$ cat src/rtl/alarm_beeper.sv
// Alarm buzzer driver: patterned 1 kHz tone with dismiss, ring timeout and,
// when ALARM_BEEPER_SNOOZE_EN is defined, a limited number of snoozes.
module alarm_beeper #(
  parameter int CLK_HZ      = 10000,
  parameter int TONE_HZ     = 1000,
  parameter int BEEP_ON_MS  = 200,
  parameter int BEEP_OFF_MS = 200,
  parameter int TIMEOUT_S   = 60,
  parameter int SNOOZE_S    = 300,
  parameter int MAX_SNOOZE  = 3
) (
  input  logic       clk,
  input  logic       rst_n,
  input  logic       alarm_match,
  input  logic       dismiss,
  input  logic       snooze,
  output logic       buzzer,
  output logic       ringing,
  output logic       snoozing,
  output logic [1:0] snooze_cnt
);
  localparam int HALF    = CLK_HZ / (2 * TONE_HZ);
  localparam int ON_CYC  = CLK_HZ * BEEP_ON_MS / 1000;
  localparam int PAT_CYC = CLK_HZ * (BEEP_ON_MS + BEEP_OFF_MS) / 1000;
  localparam int SEC_MAX = (TIMEOUT_S > SNOOZE_S) ? TIMEOUT_S : SNOOZE_S;
  localparam int PS_W    = $clog2(CLK_HZ + 1);
  localparam int SEC_W   = $clog2(SEC_MAX + 1);
  localparam int PAT_W   = $clog2(PAT_CYC + 1);
  localparam int DIV_W   = $clog2(HALF + 1);

  typedef enum logic [1:0] {
    IDLE,
    RING,
    DONE
`ifdef ALARM_BEEPER_SNOOZE_EN
    , SNOOZE
`endif
  } state_t;

  state_t             state, state_n;
  logic               match_q, prev_q, dismiss_q, snooze_q;
  logic [1:0]         cnt_q, cnt_n;
  logic [PS_W-1:0]    ps;
  logic [SEC_W-1:0]   sec;
  logic [PAT_W-1:0]   pat, pat_n;
  logic [DIV_W-1:0]   div, div_n;
  logic               phase, phase_n;
  logic               buzzer_q, buzzer_d;
  logic               rise, tick, timer_enter, ring_enter;

  assign rise = match_q & ~prev_q;
  assign tick = (ps == PS_W'(CLK_HZ - 1));

`ifdef ALARM_BEEPER_SNOOZE_EN
  always_ff @(posedge clk or negedge rst_n) begin
    if (!rst_n) begin
      snooze_q <= 1'b0;
      cnt_q    <= 2'd0;
    end else begin
      snooze_q <= snooze;
      cnt_q    <= cnt_n;
    end
  end
  assign snoozing   = (state == SNOOZE);
  assign snooze_cnt = cnt_q;
`else
  logic unused_snooze;
  assign unused_snooze = snooze | (MAX_SNOOZE == 0);
  assign snooze_q   = 1'b0;
  assign cnt_q      = 2'd0;
  assign snoozing   = 1'b0;
  assign snooze_cnt = 2'd0;
`endif

  always_comb begin
    state_n = state;
    cnt_n   = cnt_q;
    case (state)
      IDLE: begin
        cnt_n = 2'd0;
        if (rise) state_n = RING;
      end
      RING: begin
        // dismiss outranks snooze; dismiss with timeout lands in DONE either way
        if (dismiss_q) state_n = DONE;
`ifdef ALARM_BEEPER_SNOOZE_EN
        else if (snooze_q) begin
          if (cnt_q < 2'(MAX_SNOOZE)) begin
            state_n = SNOOZE;
            cnt_n   = cnt_q + 2'd1;
          end else begin
            state_n = DONE;
          end
        end
`endif
        else if (tick && sec == SEC_W'(TIMEOUT_S - 1)) state_n = DONE;
      end
`ifdef ALARM_BEEPER_SNOOZE_EN
      SNOOZE: begin
        if (dismiss_q) state_n = DONE;
        else if (tick && sec == SEC_W'(SNOOZE_S - 1)) state_n = RING;
      end
`endif
      DONE: if (!match_q) state_n = IDLE;
      default: state_n = IDLE;
    endcase
  end

  assign ring_enter = (state_n == RING) && (state != RING);
`ifdef ALARM_BEEPER_SNOOZE_EN
  assign timer_enter = ring_enter || ((state_n == SNOOZE) && (state != SNOOZE));
`else
  assign timer_enter = ring_enter;
`endif

  // pattern/tone restart on each RING entry so the first half-cycle is high
  always_comb begin
    pat_n   = pat;
    div_n   = div;
    phase_n = phase;
    if (ring_enter) begin
      pat_n   = '0;
      div_n   = '0;
      phase_n = 1'b1;
    end else begin
      pat_n = (pat == PAT_W'(PAT_CYC - 1)) ? '0 : pat + PAT_W'(1);
      if (div == DIV_W'(HALF - 1)) begin
        div_n   = '0;
        phase_n = ~phase;
      end else begin
        div_n = div + DIV_W'(1);
      end
    end
    buzzer_d = (state_n == RING) && (pat_n < PAT_W'(ON_CYC)) && phase_n;
  end

  always_ff @(posedge clk or negedge rst_n) begin
    if (!rst_n) begin
      state     <= IDLE;
      match_q   <= 1'b0;
      prev_q    <= 1'b0;
      dismiss_q <= 1'b0;
      ps        <= '0;
      sec       <= '0;
      pat       <= '0;
      div       <= '0;
      phase     <= 1'b0;
      buzzer_q  <= 1'b0;
    end else begin
      state     <= state_n;
      match_q   <= alarm_match;
      prev_q    <= match_q;
      dismiss_q <= dismiss;
      if (timer_enter || tick) ps <= '0;
      else                     ps <= ps + PS_W'(1);
      if (timer_enter) sec <= '0;
      else if (tick)   sec <= sec + SEC_W'(1);
      pat       <= pat_n;
      div       <= div_n;
      phase     <= phase_n;
      buzzer_q  <= buzzer_d;
    end
  end

  assign buzzer  = buzzer_q;
  assign ringing = (state == RING);
endmodule

$ cat config.mk
export PLATFORM = sky130hd
export DESIGN_NAME = alarm_beeper
export DESIGN_NICKNAME = d
export VERILOG_FILES = /design/src/rtl/alarm_beeper.sv
export SDC_FILE = /design/constraint.sdc
export NUM_CORES = 1
export LEC_CHECK = 0
export BUFFER_PORTS_ARGS = -buffer_cell sky130_fd_sc_hd__buf_4
export CORE_MARGIN = 8
export CORE_UTILIZATION = 25
export DETAILED_ROUTE_END_ITERATION = 10
export GPL_TIMING_DRIVEN = 0
export HOLD_SLACK_MARGIN = 0.06
export PLACE_DENSITY = 0.37
export SLEW_MARGIN = 10
export SYNTH_ARGS = -nofsm -noshare
export SYNTH_HDL_FRONTEND = slang
export SYNTH_SLANG_ARGS = --single-unit
$ cat constraint.sdc
create_clock -name clk -period 2.79 [get_ports clk]
set_clock_uncertainty 0.15 [all_clocks]
set_input_delay 0 -clock clk [delete_from_list [all_inputs] [get_ports clk]]
set_output_delay 0 -clock clk [all_outputs]
set_load 0.005 [all_outputs]
==> results.md, run 1 <==
- Status: completed
- Crit. End Element: flop
- Yosys reg bits: 45
- Max rail drop VDD: 222 uV
- Setup CP Type: flop to flop
- Most frequent cells in the layout: dfrtp_1 (45), nor2_1 (34), xnor2_1 (17)
- Worst-path clk slew: 0.10 ns
- Die width: 111 um
- Cts repair resizes: 0
- Worst-Margin Slew: 0.619 ns
- Initial Utilization: 25.9%
- Final Max Tran Viols: 0
- Total placed cells including tap cells: 342
- Layout area overhead: 15.3%
- PD cells: 682 mW/mm^2
- Wirelength, routed: 4600 um
- Number of port buffers: 5
- Cell Area, Synth: 0.00227 mm^2
- Main flop type after synthesis: dfrtp_1
- Post-synthesis sequential area ratio: 49.6%
- Largest net degree at the start of global routing: 46
- Via density: 4.43
- Via Count: 1,565
- Largest fanout on the critical path: 6
- TNS Setup: 0 ns
- Die height: 111 um
- Clock Sink Count: 45
- Most common cell after layout, fill and taps aside: dfrtp_1
- GRT Util Overall: 7.78%
- Worst hold margin: 0.0919 ns
- RSZ-0062 raised after global routing: no
- Vias in the first global route: 1,563
- Final HPWL from detailed placement: 3080 um
- GR Overflow Total: 0
- HP Class: input pin to asynchronous set/reset pin
- Number of synthesized flops with an enable pin: 0
- Initial antenna violation count: 0
- Final setup violation count: 0
- CP Launch Type: flop
- # IOs: 10
- CP required: 2.84 ns
- Routed length per instance: 13.0 um
- Clock root cell: clkbuf_8
- TritonCTS clock tree: built
- Rel. slew slack: 58.7%
- CORE AREA: 0.00876 mm^2
- N_diodes: 0
- Fin nets: 254
- Warnings from Yosys: 0
- Routability cong.: 0.705
- DRT iter0 DRCs: 61
- Data arrival, critical path: 2.12 ns
- Library cells used by synthesis: 42
- Final hold violations: 0
- Number of CTS-inserted buffers: 5
- Post-Route Utilization: 29.9%
- Post-route non-filler standard cell count: 353
- Fillcell total: 938
- H-tree levels: 2
- Layout cells sized above 1: 13.5%
- Detail Route Antenna Nets: 0
- Asr flop ratio synth: 100%
- Tcrit/Tclk final: 74.1%
- Initial DRT Pass Iterations: 4
- First-pass GRT wire length: 8020 um
- Clk_lat worst skew: 0.30 ns
- Die ar.: 0.0124 mm^2
- Leak Pwr: 1.15 nW
- Row count: 34
- Crit path time final: 2.07 ns
- Syn avg cell area: 9.99 um^2
- Drc violations: 0
- Syn Inst Count: 227
- Fmax: 483 MHz
- Max-cap violations: 0
- CTS Buffer Depth: 2
-- cell type report --
class / count / area (um^2) / share of cell area, %
inverters: 11 / 41.3 / 1.58
multi-input cells: 163 / 1050 / 40.0
repair buffers: 8 / 67.6 / 2.58
plain buffers: 10 / 61.3 / 2.34
well taps: 108 / 135 / 5.17
clock buffers: 5 / 68.8 / 2.63
flip-flops and latches: 45 / 1130 / 43.0
clock inverters: 3 / 68.8 / 2.63
-- report_power, final --
part           switching [W]  total [W]  internal (W)
Sequential         0.0000937   0.000848      0.000755
Combinational       0.000181   0.000326      0.000144
Clock               0.000249   0.000610      0.000361
-- final timing paths --
path	from	slack, ns	endpoint	cells past startpoint
worst max-delay path	ps[0]	0.72	buzzer	7
worst min-delay path	rst_n	0.09	pat[7]	2
worst max register to register	ps[0]	0.72	buzzer	7
worst min register to register	match_q	0.24	prev_q	0
max in group asynchronous	rst_n	1.98	ps[13]	2
min in group clk	dismiss	0.19	dismiss_q	2
-- routing by layer --
layer	track usage (%)	part of all wire [%]
met5	0	0
met3	2.11	2.7
met1	10.8	53
met2	11.4	43
met4	2.40	1.0
-- cells by family (layout without fill, tap and decap cells) --
group                    count (synthesis)  after routing  share of synthesized area, %
flip-flops                              45             45                          49.6
multiplexers                             1              1                         0.441
buffers and inverters                   21             37                          4.52
other                                    1              3                         0.165
adder cells (fa/ha/maj)                  5              5                          2.76
XOR/XNOR                                28             28                          10.8
AO/OA/AOI/OAI                           20             20                          6.84
AND/OR/NAND/NOR                        106            106                          24.8
-- cell usage after synthesis, types with 3 or more instances --
library cell,instances,share of area (%)
or3_1,3,0.83
o21ai_0,3,0.66
nor3_1,10,2.2
nand2_1,15,2.5
xnor2_1,17,6.6
dfrtp_1,45,50
and3_1,6,1.7
buf_4,3,0.99
nor4_1,4,1.1
buf_2,4,0.88
xor2_1,11,4.2
a21oi_1,7,1.5
nand4_1,6,1.7
and2_1,3,0.83
inv_1,11,1.8
ha_1,5,2.8
nor2_1,34,5.6
nand3_1,10,2.2
-- critical path, cell delays in order (launching register included) --
cell and delay, ns:
dfrtp_1 0.40, ha_1 0.23, and3_4 0.21, and4_1 0.19
buf_6 0.13, a41o_1 0.26, o21a_2 0.23, a2111oi_4 0.18
-- flip-flops by register name, summed over array words and instances, names as in the netlist --
register,flops
match_q,1
pat,12
phase,1
div,3
ps,14
prev_q,1
sec,9
state,2
buzzer,1
dismiss_q,1
-- through the flow --
| stage | cell area [um^2] | setup WS, ns | power [W] |
|---|---|---|---|
| finish | 2620 | 0.721 | 0.00178 |
| global route | 2620 | 0.637 | 0.00190 |
| CTS | 2620 | 0.700 | 0.00182 |
| detailed placement | 2450 | 0.718 | 0.00119 |
| global placement | 2450 | 0.689 | 0.00118 |
| floorplan | 2280 | 0.839 | 0.00108 |
-- timing repair --
action | in CTS | in global routing
buffers inserted | 0 | 0
hold buffers | 3 | 0
endpoints found under the hold margin | 47 | 0
(Power assumes the default switching activity.)
==> run 2, diff against run 1 <==
==> constraint.sdc (replaced) <==
create_clock -name clk -period 2.15 [get_ports clk]
set_clock_uncertainty 0.15 [all_clocks]
set_input_delay 0 -clock clk [delete_from_list [all_inputs] [get_ports clk]]
set_output_delay 0 -clock clk [all_outputs]
set_load 0.005 [all_outputs]
==> results.md, run 2 (same netlist as run 1, synthesis figures left out) <==
- Status: completed
- Crit. End Element: flop
- Slowest stage delay, CP: 0.40 ns
- Number of CTS-inserted buffers: 5
- Crit path launch: ps[0]
- HP Class: input pin to asynchronous set/reset pin
- Setup CP Type: flop to flop
- Layout area overhead: 15.4%
- FF-to-FF Start: ps[0]
- Row count: 34
- Clock Sink Count: 45
- FF-to-FF setup slack: 0.12 ns
- CORE AREA: 0.00876 mm^2
- Max reg flops: 14
- Initial Utilization: 25.9%
- Post-route non-filler standard cell count: 353
- Final HPWL from detailed placement: 3080 um
- CTS Buffer Depth: 2
- Vias in the first global route: 1,563
- TNS Setup: 0 ns
- Max rail drop VDD: 289 uV
- Slowest CP cell: dfrtp_1
- Max-cap violations: 0
- First-pass GRT wire length: 8020 um
- Number of port buffers: 5
- Die height: 111 um
- Fin nets: 254
- N_diodes: 0
- Routed length per instance: 13.0 um
- PD cells: 885 mW/mm^2
- GRT Util Overall: 7.78%
- Clock root cell: clkbuf_8
- Clk_lat worst skew: 0.30 ns
- DRT iter0 DRCs: 61
- Layout cells sized above 1: 13.9%
- Drc violations: 0
- Worst hold margin: 0.0919 ns
- GR Overflow Total: 0
- Total placed cells including tap cells: 342
- CP Launch Type: flop
- Via Count: 1,565
- Most common cell after layout, fill and taps aside: dfrtp_1
- Routability cong.: 0.705
- Largest registers: ps x14, pat x12, sec x9
- Initial DRT Pass Iterations: 4
- Final hold violations: 0
- Final Max Tran Viols: 0
- FF-to-FF End: buzzer
- CP required: 2.20 ns
- Die width: 111 um
- Register area: 0.00113 mm^2
- Overall power: 0.00232 W
- Die ar.: 0.0124 mm^2
- Largest net degree at the start of global routing: 46
- Wirelength, routed: 4600 um
- Rel. slew slack: 58.7%
- TritonCTS clock tree: built
- Worst-Margin Slew: 0.619 ns
- Largest Register: ps
- Fmax: 492 MHz
- Crit path time final: 2.03 ns
- Fillcell total: 937
- Via density: 4.43
- Tcrit/Tclk final: 94.6%
- RSZ-0062 raised after global routing: no
- Most frequent cells in the layout: dfrtp_1 (45), nor2_1 (34), xnor2_1 (17)
- Worst-path clk slew: 0.10 ns
- Data arrival, critical path: 2.09 ns
- Reg2Reg Depth: 7
- Largest fanout on the critical path: 6
- Leak Pwr: 1.15 nW
- # IOs: 10
- Multi-input logic area: 0.00105 mm^2
- Final setup violation count: 0
- H-tree levels: 2
- Initial antenna violation count: 0
- Crit path cell chain: ha_2, and3_4, and4_1, buf_6, a41o_1, o21a_2, a2111oi_4
- Detail Route Antenna Nets: 0
-- run 2: cell counts in the layout (fill, tap and decap cells not counted) --
Identical to the previous run, type by type.
-- run 2: worst max-delay path by stage --
stage          endpoint  cells past startpoint
2_1_floorplan    buzzer                      7
3_3_place_gp     buzzer                      7
3_5_place_dp     buzzer                      7
4_1_cts          buzzer                      7
5_1_grt          buzzer                      7
6_report         buzzer                      7
-- run 2: metrics by stage --
step                utilization (%)  worst slack [ns]  area [um^2]
floorplan                         -             0.199         2280
global placement               27.9            0.0488         2450
detailed placement             27.9            0.0776         2450
CTS                            29.9            0.0599         2620
global route                   29.9            0.0274         2620
finish                         29.9             0.116         2620
-- run 2: critical path, delay by kind of cell (launching register included) --
| kind | cells | cell delay (ns) |
|---|---|---|
| compound gates | 3 | 0.67 |
| flops | 1 | 0.40 |
| simple gates | 2 | 0.39 |
| fa+ha+maj | 1 | 0.20 |
| buf+inv | 1 | 0.13 |
-- run 2: power breakdown --
part / internal, W / switching (W) / leakage [nW]
Clock: 0.000468 / 0.000323 / 0.0687
Combinational: 0.000189 / 0.000235 / 0.479
Sequential: 0.000979 / 0.000122 / 0.598
-- run 2: cell type report --
cell class	count	area share (%)
flip-flops and latches	45	43.0
multi-input cells	163	40.1
well taps	108	5.16
clock buffers	5	2.63
clock inverters	3	2.63
repair buffers	8	2.58
plain buffers	10	2.34
inverters	11	1.58
-- run 2: per-layer routing --
layer / wire length (um) / global-route usage (%) / vias up
met5: 0 / 0 / -
met4: 47 / 2.40 / 0
met3: 124 / 2.11 / 4
met2: 2000 / 11.4 / 12
met1: 2430 / 10.8 / 747
li1: - / - / 802
-- run 2: what timing repair did --
item | 4_1_cts | 5_1_grt
gates resized for setup | 0 | 1
hold buffers | 3 | 0
setup endpoints to repair | 0 | 1
buffers inserted | 0 | 0
hold endpoints to repair | 47 | 0
